<file path="src/rtl/chess_pkg.sv">
// Shared types and constants for the chess move controller: square encoding,
// piece types, colours, controller states and the start-position builder.
package chess_pkg;

  typedef logic [4:0]       square_t;
  typedef logic [63:0][4:0] board_t;

  localparam logic [2:0] PAWN   = 3'b001;
  localparam logic [2:0] KNIGHT = 3'b010;
  localparam logic [2:0] BISHOP = 3'b011;
  localparam logic [2:0] ROOK   = 3'b100;
  localparam logic [2:0] QUEEN  = 3'b101;
  localparam logic [2:0] KING   = 3'b110;

  localparam logic WHITE = 1'b0;
  localparam logic BLACK = 1'b1;

  localparam square_t EMPTY = 5'b00000;

  typedef enum logic [2:0] {
    ST_SEL_SRC = 3'd0,
    ST_SEL_DST = 3'd1,
    ST_CHECK   = 3'd2,
    ST_WR_DST  = 3'd3,
    ST_WR_SRC  = 3'd4
  } move_state_t;

  function automatic square_t mk_sq(input logic [2:0] kind, input logic colour);
    return {kind, colour, 1'b1};
  endfunction

  function automatic logic [2:0] back_rank(input int col);
    case (col)
      0, 7:    return ROOK;
      1, 6:    return KNIGHT;
      2, 5:    return BISHOP;
      3:       return QUEEN;
      default: return KING;
    endcase
  endfunction

  // Row 0 is black's back rank; index is {row,col}.
  function automatic board_t init_board();
    board_t b;
    b = '0;
    for (int c = 0; c < 8; c++) begin
      b[6'(c)]      = mk_sq(back_rank(c), BLACK);
      b[6'(8 + c)]  = mk_sq(PAWN, BLACK);
      b[6'(48 + c)] = mk_sq(PAWN, WHITE);
      b[6'(56 + c)] = mk_sq(back_rank(c), WHITE);
    end
    return b;
  endfunction

endpackage

</file>
<file path="src/rtl/chess_move_ctrl_if.sv">
// Legality-query handshake between the move controller and the move checker.
interface chess_move_ctrl_if;
  logic       chk_req;
  logic [5:0] chk_src;
  logic [5:0] chk_dst;
  logic       chk_ack;
  logic       chk_legal;

  modport master (output chk_req, chk_src, chk_dst, input chk_ack, chk_legal);
  modport slave  (input chk_req, chk_src, chk_dst, output chk_ack, chk_legal);
endinterface

</file>
<file path="src/rtl/chess_cursor_ctrl.sv">
// Board cursor: saturating row/column counters driven by debounced pulses.
module chess_cursor_ctrl (
  input  logic       clk,
  input  logic       reset,
  input  logic       en,
  input  logic [3:0] cursor,
  output logic [2:0] row,
  output logic [2:0] col
);
  logic up, down, left, right;

  assign up    = cursor[3];
  assign down  = cursor[2];
  assign left  = cursor[1];
  assign right = cursor[0];

  // Opposing pulses in the same cycle cancel on that axis.
  always_ff @(posedge clk) begin
    if (reset) begin
      row <= 3'd6;
      col <= 3'd4;
    end else if (en) begin
      if (up && !down && row != 3'd0)
        row <= row - 3'd1;
      else if (down && !up && row != 3'd7)
        row <= row + 3'd1;

      if (left && !right && col != 3'd0)
        col <= col - 3'd1;
      else if (right && !left && col != 3'd7)
        col <= col + 3'd1;
    end
  end
endmodule

</file>
<file path="src/rtl/chess_move_ctrl.sv">
// Board-state owner and single-move sequencer: select source and destination,
// query the checker, then commit the move over two write cycles.
module chess_move_ctrl
  import chess_pkg::*;
#(
  parameter int CHK_TIMEOUT = 255
) (
  input  logic                      clk,
  input  logic                      reset,
  input  logic [3:0]                cursor,
  input  logic                      select,
  input  logic [2:0]                rd_row,
  input  logic [2:0]                rd_col,
  output logic [4:0]                rd_piece,
  output logic [2:0]                cur_row,
  output logic [2:0]                cur_col,
  output logic                      src_valid,
  output logic [2:0]                src_row,
  output logic [2:0]                src_col,
  output logic                      turn,
  output logic                      move_done,
  output logic                      move_reject,
  chess_move_ctrl_if.master         chk
);

  localparam logic [2:0] SEL_SRC = ST_SEL_SRC;
  localparam logic [2:0] SEL_DST = ST_SEL_DST;
  localparam logic [2:0] CHECK   = ST_CHECK;
  localparam logic [2:0] WR_DST  = ST_WR_DST;
  localparam logic [2:0] WR_SRC  = ST_WR_SRC;

  localparam int              TMO_W    = $clog2(CHK_TIMEOUT + 1);
  localparam logic [TMO_W-1:0] TMO_LAST = TMO_W'(CHK_TIMEOUT - 1);

  logic [2:0]       state;
  board_t           board;
  logic [5:0]       dst_sq;
  logic [TMO_W-1:0] tmo_cnt;
  logic             chk_req_q;

  logic [5:0] cur_sq;
  logic [5:0] src_sq;
  square_t    cur_piece;
  logic       cur_own;
  logic       cursor_en;

  assign cur_sq    = {cur_row, cur_col};
  assign src_sq    = {src_row, src_col};
  assign cur_piece = board[cur_sq];
  assign cur_own   = cur_piece[0] && (cur_piece[1] == turn);
  assign cursor_en = (state == SEL_SRC) || (state == SEL_DST);
  assign rd_piece  = board[{rd_row, rd_col}];

  assign chk.chk_req = chk_req_q;
  assign chk.chk_src = src_sq;
  assign chk.chk_dst = dst_sq;

  // Select acts on the pre-move cursor; the cursor updates on the same edge.
  chess_cursor_ctrl u_cursor (
    .clk    (clk),
    .reset  (reset),
    .en     (cursor_en),
    .cursor (cursor),
    .row    (cur_row),
    .col    (cur_col)
  );

  always_ff @(posedge clk) begin
    if (reset) begin
      board       <= init_board();
      state       <= SEL_SRC;
      src_valid   <= 1'b0;
      src_row     <= 3'd0;
      src_col     <= 3'd0;
      dst_sq      <= 6'd0;
      turn        <= WHITE;
      chk_req_q   <= 1'b0;
      move_done   <= 1'b0;
      move_reject <= 1'b0;
      tmo_cnt     <= '0;
    end else begin
      move_done   <= 1'b0;
      move_reject <= 1'b0;
      case (state)
        SEL_SRC: begin
          if (select && cur_own) begin
            src_row   <= cur_row;
            src_col   <= cur_col;
            src_valid <= 1'b1;
            state     <= SEL_DST;
          end
        end
        SEL_DST: begin
          if (select) begin
            if (cur_sq == src_sq) begin
              src_valid <= 1'b0;
              state     <= SEL_SRC;
            end else if (cur_own) begin
              src_row <= cur_row;
              src_col <= cur_col;
            end else begin
              dst_sq    <= cur_sq;
              tmo_cnt   <= '0;
              chk_req_q <= 1'b1;
              state     <= CHECK;
            end
          end
        end
        // An ack wins over a timeout expiring in the same cycle.
        CHECK: begin
          if (chk.chk_ack) begin
            chk_req_q <= 1'b0;
            if (chk.chk_legal) begin
              state <= WR_DST;
            end else begin
              move_reject <= 1'b1;
              src_valid   <= 1'b0;
              state       <= SEL_SRC;
            end
          end else if (tmo_cnt == TMO_LAST) begin
            chk_req_q   <= 1'b0;
            move_reject <= 1'b1;
            src_valid   <= 1'b0;
            state       <= SEL_SRC;
          end else begin
            tmo_cnt <= tmo_cnt + TMO_W'(1);
          end
        end
        WR_DST: begin
          board[dst_sq] <= board[src_sq];
          state         <= WR_SRC;
        end
        WR_SRC: begin
          board[src_sq] <= EMPTY;
          turn          <= ~turn;
          src_valid     <= 1'b0;
          move_done     <= 1'b1;
          state         <= SEL_SRC;
        end
        default: state <= SEL_SRC;
      endcase
    end
  end

endmodule

</file>
<file path="src/flat_wrapper.sv">
// flat-port wrapper written by rule: the top's interface ports become plain ports
module chess_move_ctrl_flat import chess_pkg::*;
#(
  parameter int CHK_TIMEOUT = 255
)
  (clk, reset, cursor, select, rd_row, rd_col, rd_piece, cur_row, cur_col, src_valid, src_row, src_col, turn, move_done, move_reject, chk_chk_req, chk_chk_src, chk_chk_dst, chk_chk_ack, chk_chk_legal);
  chess_move_ctrl_if chk_i ();
  input  logic clk;
  input  logic reset;
  input  logic [3:0] cursor;
  input  logic select;
  input  logic [2:0] rd_row;
  input  logic [2:0] rd_col;
  output logic [4:0] rd_piece;
  output logic [2:0] cur_row;
  output logic [2:0] cur_col;
  output logic src_valid;
  output logic [2:0] src_row;
  output logic [2:0] src_col;
  output logic turn;
  output logic move_done;
  output logic move_reject;
  output wire logic [$bits(chk_i.chk_req)-1:0] chk_chk_req;
  output wire logic [$bits(chk_i.chk_src)-1:0] chk_chk_src;
  output wire logic [$bits(chk_i.chk_dst)-1:0] chk_chk_dst;
  input wire logic [$bits(chk_i.chk_ack)-1:0] chk_chk_ack;
  input wire logic [$bits(chk_i.chk_legal)-1:0] chk_chk_legal;
  assign chk_chk_req = chk_i.chk_req;
  assign chk_chk_src = chk_i.chk_src;
  assign chk_chk_dst = chk_i.chk_dst;
  assign chk_i.chk_ack = chk_chk_ack;
  assign chk_i.chk_legal = chk_chk_legal;
  chess_move_ctrl #(.CHK_TIMEOUT(CHK_TIMEOUT)) u_core (.clk(clk), .reset(reset), .cursor(cursor), .select(select), .rd_row(rd_row), .rd_col(rd_col), .rd_piece(rd_piece), .cur_row(cur_row), .cur_col(cur_col), .src_valid(src_valid), .src_row(src_row), .src_col(src_col), .turn(turn), .move_done(move_done), .move_reject(move_reject), .chk(chk_i));
endmodule
</file>
<file path="config.mk">
export PLATFORM = sky130hd
export DESIGN_NAME = chess_move_ctrl_flat
export DESIGN_NICKNAME = d
export VERILOG_FILES = /design/src/rtl/chess_pkg.sv /design/src/rtl/chess_move_ctrl_if.sv /design/src/rtl/chess_cursor_ctrl.sv /design/src/rtl/chess_move_ctrl.sv /design/src/flat_wrapper.sv
export SDC_FILE = /design/constraint.sdc
export NUM_CORES = 1
export LEC_CHECK = 0
export BUFFER_PORTS_ARGS = -buffer_cell sky130_fd_sc_hd__buf_4
export CAP_MARGIN = 5
export CELL_PAD_IN_SITES_DETAIL_PLACEMENT = 1
export CELL_PAD_IN_SITES_GLOBAL_PLACEMENT = 1
export CORE_AREA = 4 4 184 231
export CTS_CLUSTER_DIAMETER = 60
export CTS_CLUSTER_SIZE = 14
export DETAILED_ROUTE_END_ITERATION = 7
export DIE_AREA = 0 0 188 235
export PLACE_DENSITY_LB_ADDON = 0.1
export SYNTH_ARGS = -nofsm -noshare
export SYNTH_HDL_FRONTEND = slang
export SYNTH_HIERARCHICAL = 1
export SYNTH_SLANG_ARGS = --single-unit
</file>
<file path="constraint.sdc">
create_clock -name clk -period 3.3 [get_ports clk]
set_input_delay 0.165 -clock clk [delete_from_list [all_inputs] [get_ports clk]]
set_output_delay 0.165 -clock clk [all_outputs]
set_load 0.1 [all_outputs]
</file>
==> results.tsv, run 1 <==
stage	metric	value	unit
timing	final period utilization	95.9	%
timing	endpoints failing setup	0	
timing	Max Slew Vio Count	0	
synthesis	synth unique cells	59	
placement	I/O Buffers	48	
timing	Worst Clk Skew	0.0223	ns
setup_path	critical path peak fanout	21	
final_layout	design area	21200	um^2
final_layout	Area Growth Syn to Fin	14.9	%
final_layout	FILL cells	4447	
floorplanning	# rows	82	
clock_network	Max clock buf depth	3	
synthesis	Synthesis Warnings	6	
job	number of max-cap violations	0	
placement	RD Place Congestion	0.971	
setup_path	CP startpoint kind	register	
synthesis	Netlist Area Pre-Place	18400	um^2
final_layout	Multi-input gate area	10600	um^2
timing	minimum clock period	3.16	ns
floorplanning	I/O pins	49	
placement	dpl cell area	20000	um^2
floorplanning	starting density of the core	45.9	%
placement	Detail Placement HPWL	54300	um
synthesis	asr flop ratio synth	0	%
grt	pin count of the biggest net entering global routing	117	
pwr	Switch Pwr	2.33	mW
timing	TNS Setup	0	ns
final_layout	share of cells above drive strength 1	18.9	%
detailed_routing	residual DRC count	0	
detailed_routing	vias	18100	
clock_network	TritonCTS sink count	354	
timing	Max Freq	316	MHz
detailed_routing	DRT iter0 DRCs	2351	
pwr	VDD IR-drop max	0.334	mV
clock_network	H-tree depth	2	
floorplanning	Die ar.	44200	um^2
pwr	clock power share	44.1	%
synthesis	dominant synthesized flop cell	dfxtp_1	
timing	worst-margin pin slew	0.840	ns
grt	first-pass GRT wire length	117000	um
final_layout	fin nets	1961	
pwr	Pwr Total	9.20	mW
floorplanning	chip width	188	um
synthesis	Post-Syn Nets	1927	
setup_path	crit path capture type	register	
synthesis	number of synthesized flops with an enable pin	0	
clock_network	CTS root buf	clkbuf_16	
synthesis	register bit total from synthesis	354	
pwr	Switching Fraction	25.3	%
detailed_routing	DR vias/cell	7.23	
detailed_routing	drt first pass iters	6	
setup_path	WP data required	3.72	ns
setup_path	Worst EP arrival	3.58	ns
timing	slack of the critical path	0.135	ns
min_path	Worst Hold Class	in2reg	
synthesis	Seq/Total Area, Yosys	38.5	%
clock_network	TritonCTS clock tree	done	
pwr	share of power burned in registers	47.3	%
timing	RSZ-0062 raised after global routing	no	
clock_network	clock-pin slew on the worst setup and hold paths	0.07	ns
clock_network	clk_lat worst skew	0.54	ns
timing	Rel. slew slack	43.7	%
grt	grt ovf	0	
final_layout	Sequential Area	7090	um^2
detailed_routing	WL final	78600	um
detailed_routing	Avg WL per Cell	31.4	um
synthesis	mean post-synth cell area	9.65	um^2
placement	dpl ws	0.142	ns
clock_network	Num CTS Buffers	34	
status	outcome	complete, no violations	
grt	all-layer global routing usage	34.0	%
grt	vias in the first global route	18200	
timing	final hold viol count	0	
floorplanning	core area	40100	um^2
detailed_routing	Antenna Nets Post-Route	0	
synthesis	Mapped Cells	1908	
timing	hold_ws	0.0291	ns
final_layout	commonest non-fill, non-tap cell in the layout	a22oi_1	
final_layout	most frequent cells in the layout	a22oi_1 (440), nor2_1 (376), dfxtp_1 (352), buf_4 (146), mux4_2 (127)	
pwr	logic gate share of total power	8.6	%
pwr	pwr dens	435	nW/um^2
floorplanning	Die Y	235	um
grt	initial antenna violation count	3	
setup_path	Setup CP Type	reg2reg	
pwr	leakage power	7.13	nW
pwr	Int Power	6.87	mW
-- flip-flops by register name (all words and copies together) (netlist names), 3 cells and up --
name	cells
u_core/board	320
u_core/tmo_cnt	8
u_core/chk.chk_dst	6
u_core/src_col	3
u_core/src_row	3
u_core/state	3
u_core/u_cursor/col	3
u_core/u_cursor/row	3
-- power by group through the flow --
stage | Clock [mW] | Sequential, mW | Combinational [mW]
6_report | 4.06 | 4.35 | 0.795
5_1_grt | 4.29 | 4.35 | 0.828
4_1_cts | 4.12 | 4.35 | 0.781
3_5_place_dp | 0 | 4.44 | 0.774
3_3_place_gp | 0 | 4.44 | 0.762
2_1_floorplan | 0 | 4.50 | 0.473
-- worst paths after layout --
path / from / slack, ns / to / depth (start not counted)
worst max-delay path: u_core/u_cursor/col[1]$_SDFFE_PP0P_ / 0.14 / u_core/src_valid$_SDFFE_PP0P_ / 9
worst max register to register: u_core/u_cursor/col[1]$_SDFFE_PP0P_ / 0.14 / u_core/src_valid$_SDFFE_PP0P_ / 9
worst min-delay path: reset / 0.03 / u_core/board[111]$_SDFFE_PP0P_ / 2
worst min register to register: u_core/tmo_cnt[6]$_SDFFE_PP0P_ / 0.50 / u_core/tmo_cnt[6]$_SDFFE_PP0P_ / 1
-- cells by family after synthesis --
| family | Yosys count | share of synthesized area (%) |
|---|---|---|
| fa+ha+maj | 4 | 0.272 |
| simple gates | 541 | 13.0 |
| buf+inv | 189 | 4.21 |
| xor+xnor | 9 | 0.428 |
| flops | 354 | 38.5 |
| compound gates | 649 | 26.2 |
| mux | 162 | 17.4 |
-- timing repair --
item / CTS / global route
resized for setup: 0 / 2
endpoints found under the hold margin: 2 / 0
hold buffers: 4 / 0
buffers inserted: 0 / 1
endpoints found under the setup margin: 0 / 20
-- critical path: stages, from the launching register on --
cell and delay, ns:
dfxtp_2 0.71, buf_4 0.28, mux4_2 0.32, nand2b_1 0.16, a31oi_1 0.18, nand3_1 0.20, nand3_1 0.28, nand2_1 0.23
a221o_1 0.41, a211o_1 0.26
-- cells in the mapped netlist, types with 5 or more instances --
library cell / n / area share, %
a21oi_1: 89 / 2.4
a221o_1: 53 / 2.9
a22oi_1: 440 / 18
a311oi_1: 8 / 0.38
a31oi_1: 5 / 0.17
a41oi_1: 10 / 0.48
and3_1: 14 / 0.48
and3b_1: 7 / 0.33
buf_1: 21 / 0.43
buf_2: 13 / 0.35
buf_4: 8 / 0.33
clkbuf_1: 134 / 2.7
dfxtp_1: 354 / 38
inv_1: 11 / 0.22
mux2i_1: 35 / 1.9
mux4_2: 127 / 16
nand2_1: 31 / 0.63
nand2b_1: 7 / 0.24
nand3_1: 22 / 0.60
nand4_1: 39 / 1.3
nor2_1: 376 / 7.7
nor2b_1: 8 / 0.27
nor3_1: 6 / 0.16
nor3b_1: 6 / 0.24
o21ai_0: 8 / 0.22
or3_1: 7 / 0.24
xnor2_1: 5 / 0.24
-- metal layers --
metal / global-route usage, % / vias to the layer above / share of wire (%)
met5: 0 / - / 0.036
met4: 18.7 / 4 / 6.3
met3: 7.51 / 274 / 10
met2: 53.9 / 1132 / 46
met1: 43.3 / 9142 / 38
li1: - / 7542 / -
-- layout make-up --
class	instances	share of cell area (%)
Antenna cell	1	0.0118
Clock buffer	41	4.59
Clock inverter	9	0.644
Inverter	11	0.195
Multi-Input combinational cell	1365	50.0
Sequential cell	354	33.5
Tap cell	546	3.23
Timing Repair Buffer	176	7.80
-- metrics by stage --
step / util [%] / std cells
after detailed placement: 49.8 / 2447
final: 52.8 / 2503
after floorplan: - / 1908
after global placement: 49.8 / 2447
after CTS: 52.7 / 2501
after global routing: 52.8 / 2502
Power figures use the tool's default switching activity.
==> run 2: changes to the inputs <==
--- a/config.mk
+++ b/config.mk
@@ -5,15 +5,16 @@
 export SDC_FILE = /design/constraint.sdc
 export NUM_CORES = 1
 export LEC_CHECK = 0
-export BUFFER_PORTS_ARGS = -buffer_cell sky130_fd_sc_hd__buf_4
+export BUFFER_PORTS_ARGS = -buffer_cell sky130_fd_sc_hd__buf_2
 export CAP_MARGIN = 5
 export CELL_PAD_IN_SITES_DETAIL_PLACEMENT = 1
-export CELL_PAD_IN_SITES_GLOBAL_PLACEMENT = 1
-export CORE_AREA = 4 4 184 231
+export CELL_PAD_IN_SITES_GLOBAL_PLACEMENT = 2
+export CORE_AREA = 4 4 195 244
 export CTS_CLUSTER_DIAMETER = 60
 export CTS_CLUSTER_SIZE = 14
 export DETAILED_ROUTE_END_ITERATION = 7
-export DIE_AREA = 0 0 188 235
+export DIE_AREA = 0 0 199 248
+export GPL_ROUTABILITY_DRIVEN = 0
 export PLACE_DENSITY_LB_ADDON = 0.1
 export SYNTH_ARGS = -nofsm -noshare
 export SYNTH_HDL_FRONTEND = slang
==> run 2 against run 1 <==
Net effect: the run now ends with DRC left; via count grew 0.74%; clock power grew 5.9%; clock-buffer cell count grew 4; non-clock buffer count grew 15; register-to-register slack lost 0.03 ns; combinational power grew 5.9%; power grew 2.9%; global-route usage shrank 0.43 points; highest routed layer unchanged.
==> results.tsv, run 2 (same netlist as run 1, synthesis figures left out) <==
stage	metric	value	unit
status	outcome	complete, but fails checks	
status	failing checks	DRC	
detailed_routing	DR vias/cell	7.11	
timing	Max Freq	313	MHz
timing	RSZ-0062 raised after global routing	no	
setup_path	crit path capture type	register	
min_path	Worst Hold Class	in2reg	
setup_path	end point of the critical path	u_core/board[302]$_SDFFE_PP0P_	
final_layout	Biggest register	u_core/board	
setup_path	FF-to-FF End	u_core/board[302]$_SDFFE_PP0P_	
final_layout	share of cells above drive strength 1	19.9	%
grt	grt ovf	0	
setup_path	beginning of the critical path	u_core/src_col[2]$_SDFFE_PP0P_	
pwr	pwr dens	445	nW/um^2
timing	final hold viol count	0	
floorplanning	Die Y	248	um
floorplanning	Die ar.	49400	um^2
final_layout	max reg flops	320	
floorplanning	starting density of the core	40.9	%
timing	worst-margin pin slew	0.966	ns
grt	initial antenna violation count	3	
pwr	leakage power	7.24	nW
setup_path	r2r setup slk	0.10	ns
clock_network	TritonCTS clock tree	done	
final_layout	most frequent cells in the layout	a22oi_1 (440), nor2_1 (376), dfxtp_1 (351), mux4_2 (127), buf_4 (118)	
detailed_routing	Antenna Nets Post-Route	0	
detailed_routing	drt first pass iters	8	
timing	final period utilization	96.8	%
setup_path	reg2reg path depth	9	
detailed_routing	vias	18200	
grt	vias in the first global route	18200	
timing	Worst Clk Skew	0.0289	ns
grt	first-pass GRT wire length	124000	um
setup_path	Setup CP Type	reg2reg	
setup_path	Crit-path slowest cell	and3b_2	
final_layout	Area Growth Syn to Fin	15.6	%
clock_network	H-tree depth	2	
timing	TNS Setup	0	ns
clock_network	Max clock buf depth	3	
final_layout	fin nets	1979	
placement	I/O Buffers	48	
timing	Max Slew Vio Count	0	
timing	slack of the critical path	0.104	ns
setup_path	CP startpoint kind	register	
clock_network	Num CTS Buffers	37	
final_layout	commonest non-fill, non-tap cell in the layout	a22oi_1	
clock_network	clk_lat worst skew	0.58	ns
floorplanning	chip width	199	um
job	number of max-cap violations	0	
grt	all-layer global routing usage	33.6	%
detailed_routing	DRT iter0 DRCs	2215	
detailed_routing	Avg WL per Cell	32.9	um
detailed_routing	residual DRC count	6	
setup_path	critical path peak fanout	36	
setup_path	WP data required	3.80	ns
timing	Rel. slew slack	35.5	%
setup_path	worst path cell trace	and3b_2 -> buf_12 -> a22oi_1 -> a41oi_1 -> a21oi_1 -> nand4_1 -> buf_4 -> a22oi_1 -> nor2_1	
clock_network	Post-CTS Setup Bufs	0	
floorplanning	I/O pins	49	
placement	dpl ws	0.153	ns
setup_path	Worst EP arrival	3.69	ns
floorplanning	# rows	87	
clock_network	TritonCTS sink count	354	
placement	Detail Placement HPWL	56800	um
timing	minimum clock period	3.20	ns
setup_path	Worst R2R Start	u_core/src_col[2]$_SDFFE_PP0P_	
setup_path	Critical Path Max Stage Delay	0.56	ns
detailed_routing	WL final	84200	um
grt	pin count of the biggest net entering global routing	113	
setup_path	CP dominant cell by count	a22oi_1	
pwr	VDD IR-drop max	0.365	mV
timing	endpoints failing setup	0	
clock_network	CTS root buf	clkbuf_16	
floorplanning	core area	45100	um^2
clock_network	clock-pin slew on the worst setup and hold paths	0.06	ns
## run 2: cell count changes in the layout (fill, tap and decap cells not counted), sizes merged, moves of 2 or more
cell / previous run / this run
buf: 172 / 188
clkbuf: 41 / 45
clkinv: 3 / 5
inv: 12 / 18
## run 2: per-stage QoR
step	hold WS [ns]	total power, mW	std cells	instance area [um^2]	utilization (%)
after floorplan	0.230	4.97	1908	18400	-
after global placement	0.469	5.23	2496	20100	44.5
after detailed placement	0.474	5.25	2496	20100	44.5
after CTS	0.0532	9.52	2560	21300	47.2
after global routing	0.0781	9.73	2560	21300	47.2
final	0.0637	9.47	2562	21300	47.2
## run 2: layout make-up
cell class / count / area (um^2)
clock inverter: 16 / 174
multi-input combinational: 1365 / 10600
inverter: 11 / 41.3
sequential: 354 / 7090
fill: 5017 / 23800
clock buffer: 45 / 1010
timing repair buffer: 191 / 1640
tap: 578 / 723
antenna: 2 / 5.00
## run 2: routing by layer
| metal | wire (um) | share of wire (%) | up-vias | GRT usage (%) |
|---|---|---|---|---|
| met1 | 32600 | 39 | 9256 | 43.4 |
| met4 | 5780 | 6.9 | 2 | 19.2 |
| li1 | - | - | 7594 | - |
| met3 | 7960 | 9.5 | 291 | 6.98 |
| met2 | 37800 | 45 | 1084 | 52.3 |
| met5 | 13 | 0.015 | - | 0 |
## run 2: report_power, final
group	switching [mW]	internal, mW	total, mW
Clock	1.94	2.36	4.30
Sequential	0.0343	4.29	4.32
Combinational	0.575	0.267	0.842
## run 2: repair_timing
action	in CTS	in global routing
hold buffers	3	0
endpoints found under the hold margin	2	0
gates resized for setup	0	3
setup endpoints to repair	0	52
## run 2: how the worst min path moves through the flow
stage,from,to,slack (ns),depth (start not counted)
floorplan,reset,u_core/u_cursor/col[0]$_SDFFE_PP0P_,0.23,1
global placement,u_core/tmo_cnt[6]$_SDFFE_PP0P_,u_core/tmo_cnt[6]$_SDFFE_PP0P_,0.47,1
detailed placement,chk_chk_legal,u_core/state[0]$_SDFFE_PP0P_,0.47,3
CTS,chk_chk_ack,u_core/move_reject$_SDFF_PP0_,0.05,3
global route,chk_chk_ack,u_core/move_reject$_SDFF_PP0_,0.08,3
finish,chk_chk_ack,u_core/move_reject$_SDFF_PP0_,0.06,3
## run 2: worst max-delay path: cells and delay by family (launching register included)
kind	cells	cell delay, ns
compound gates	4	0.96
simple gates	3	0.86
buf+inv	2	0.78
flops	1	0.52
==> run 3: changes to the inputs <==
--- a/config.mk
+++ b/config.mk
@@ -16,6 +16,7 @@
 export DIE_AREA = 0 0 199 248
 export GPL_ROUTABILITY_DRIVEN = 0
 export PLACE_DENSITY_LB_ADDON = 0.1
+export RECOVER_POWER = 50
 export SYNTH_ARGS = -nofsm -noshare
 export SYNTH_HDL_FRONTEND = slang
 export SYNTH_HIERARCHICAL = 1
==> run 3 against run 2 <==
Net effect: the run now ends clean; critical endpoint is now u_core/board[107]$_SDFFE_PP0P_; hold slack improved by 0.0060 ns; combinational power is 1% lower; largest cell class unchanged; fmax shrank 0.30%; wire length down 0.12%; core utilization decreased by 0.13 points; power is essentially flat; sequential power about the same.
==> results.tsv, run 3 (same netlist as run 1, synthesis figures left out) <==
stage	metric	value	unit
floorplanning	# rows	87	
floorplanning	I/O pins	49	
placement	dpl ws	0.153	ns
clock_network	Max clock buf depth	3	
timing	Max Slew Vio Count	0	
timing	Worst Clk Skew	0.0308	ns
placement	Cells after DPL	2496	
clock_network	clock-pin slew on the worst setup and hold paths	0.07	ns
timing	final hold viol count	0	
clock_network	Num CTS Buffers	37	
detailed_routing	DRT iter0 DRCs	2116	
grt	vias in the first global route	18200	
setup_path	Worst EP arrival	3.70	ns
floorplanning	Die Y	248	um
clock_network	CTS root buf	clkbuf_16	
timing	minimum clock period	3.21	ns
grt	pin count of the biggest net entering global routing	113	
status	outcome	complete, no violations	
timing	worst-margin pin slew	1.21	ns
job	number of max-cap violations	0	
clock_network	Post-CTS Setup Bufs	0	
detailed_routing	residual DRC count	0	
timing	RSZ-0062 raised after global routing	no	
final_layout	Post-Layout Cell Count	2562	
setup_path	Worst R2R Start	u_core/src_col[2]$_SDFFE_PP0P_	
setup_path	crit path capture type	register	
detailed_routing	DR vias/cell	7.09	
setup_path	FF-to-FF End	u_core/board[107]$_SDFFE_PP0P_	
setup_path	end point of the critical path	u_core/board[107]$_SDFFE_PP0P_	
placement	I/O Buffers	48	
setup_path	CP startpoint kind	register	
grt	grt ovf	0	
final_layout	Biggest register	u_core/board	
timing	final period utilization	97.1	%
setup_path	WP data required	3.80	ns
pwr	leakage power	7.11	nW
setup_path	critical path peak fanout	36	
clock_network	H-tree depth	2	
min_path	Worst Hold Class	in2reg	
setup_path	reg2reg path depth	9	
floorplanning	core area	45100	um^2
timing	Rel. slew slack	19.7	%
floorplanning	Die ar.	49400	um^2
timing	slack of the critical path	0.0946	ns
pwr	VDD IR-drop max	0.366	mV
detailed_routing	drt first pass iters	6	
grt	initial antenna violation count	3	
final_layout	share of cells above drive strength 1	18.3	%
final_layout	Area Growth Syn to Fin	15.2	%
placement	Detail Placement HPWL	56800	um
timing	endpoints failing setup	0	
detailed_routing	Avg WL per Cell	32.8	um
setup_path	beginning of the critical path	u_core/src_col[2]$_SDFFE_PP0P_	
detailed_routing	Antenna Nets Post-Route	0	
timing	Max Freq	312	MHz
pwr	pwr dens	446	nW/um^2
floorplanning	starting density of the core	40.9	%
final_layout	commonest non-fill, non-tap cell in the layout	a22oi_1	
grt	first-pass GRT wire length	124000	um
clock_network	clk_lat worst skew	0.58	ns
clock_network	TritonCTS clock tree	done	
setup_path	Setup CP Type	reg2reg	
final_layout	most frequent cells in the layout	a22oi_1 (440), nor2_1 (376), dfxtp_1 (351), mux4_2 (127), buf_4 (115)	
detailed_routing	WL final	84100	um
final_layout	fin nets	1979	
clock_network	TritonCTS sink count	354	
grt	all-layer global routing usage	33.6	%
setup_path	r2r setup slk	0.09	ns
detailed_routing	vias	18200	
final_layout	max reg flops	320	
timing	TNS Setup	0	ns
floorplanning	chip width	199	um
-- run 3: through the flow --
step           hold WS, ns  power [mW]  area [um^2]  utilization (%)
3_3_place_gp         0.469        5.23        20100             44.5
5_1_grt             0.0781        9.72        21200             47.1
6_report            0.0696        9.46        21200             47.1
2_1_floorplan        0.230        4.97        18400                -
3_5_place_dp         0.474        5.25        20100             44.5
4_1_cts             0.0532        9.52        21300             47.2
-- run 3: layout make-up --
| type | instances | area (um^2) |
|---|---|---|
| clock buffers | 45 | 1010 |
| repair buffers | 191 | 1580 |
| inverters | 11 | 41.3 |
| clock inverters | 16 | 174 |
| diodes | 2 | 5.00 |
| fillers | 5029 | 23800 |
| multi-input cells | 1365 | 10600 |
| flip-flops and latches | 354 | 7090 |
| well taps | 578 | 723 |
-- run 3: power breakdown --
part | leakage, nW | switching (mW) | internal (mW)
logic | 3.67 | 0.574 | 0.260
registers | 2.86 | 0.0346 | 4.29
clock network | 0.577 | 1.94 | 2.36
total | 7.11 | 2.55 | 6.91
-- run 3: layer usage --
| layer | vias to the layer above | wire length (um) | GRT usage [%] |
|---|---|---|---|
| met5 | - | 13 | 0 |
| met2 | 1010 | 37800 | 52.3 |
| met1 | 9257 | 32700 | 43.4 |
| met3 | 297 | 7730 | 6.98 |
| met4 | 2 | 5850 | 19.2 |
| li1 | 7595 | - | - |
-- run 3: worst max-delay path, stage by stage, from the launching register on --
cell and delay (ns):
dfxtp_1 0.52, and3b_2 0.56, buf_12 0.32, a22oi_1 0.13, a41oi_1 0.50, a21oi_1 0.15, nand4_1 0.15, buf_4 0.46
a22oi_1 0.18, nor2_1 0.12
-- run 3: how the worst min path moves through the flow --
stage | start | end | slack, ns | cells after the start
6_report | chk_chk_ack | u_core/move_reject$_SDFF_PP0_ | 0.07 | 3
5_1_grt | chk_chk_ack | u_core/move_reject$_SDFF_PP0_ | 0.08 | 3
4_1_cts | chk_chk_ack | u_core/move_reject$_SDFF_PP0_ | 0.05 | 3
3_5_place_dp | chk_chk_legal | u_core/state[0]$_SDFFE_PP0P_ | 0.47 | 3
3_3_place_gp | u_core/tmo_cnt[6]$_SDFFE_PP0P_ | u_core/tmo_cnt[6]$_SDFFE_PP0P_ | 0.47 | 1
2_1_floorplan | reset | u_core/u_cursor/col[0]$_SDFFE_PP0P_ | 0.23 | 1
-- run 3: timing repair --
| action | CTS | global route |
|---|---|---|
| hold endpoints to repair | 2 | 0 |
| endpoints found under the setup margin | 0 | 52 |
| hold buffers | 3 | 0 |
| resized for setup | 0 | 3 |
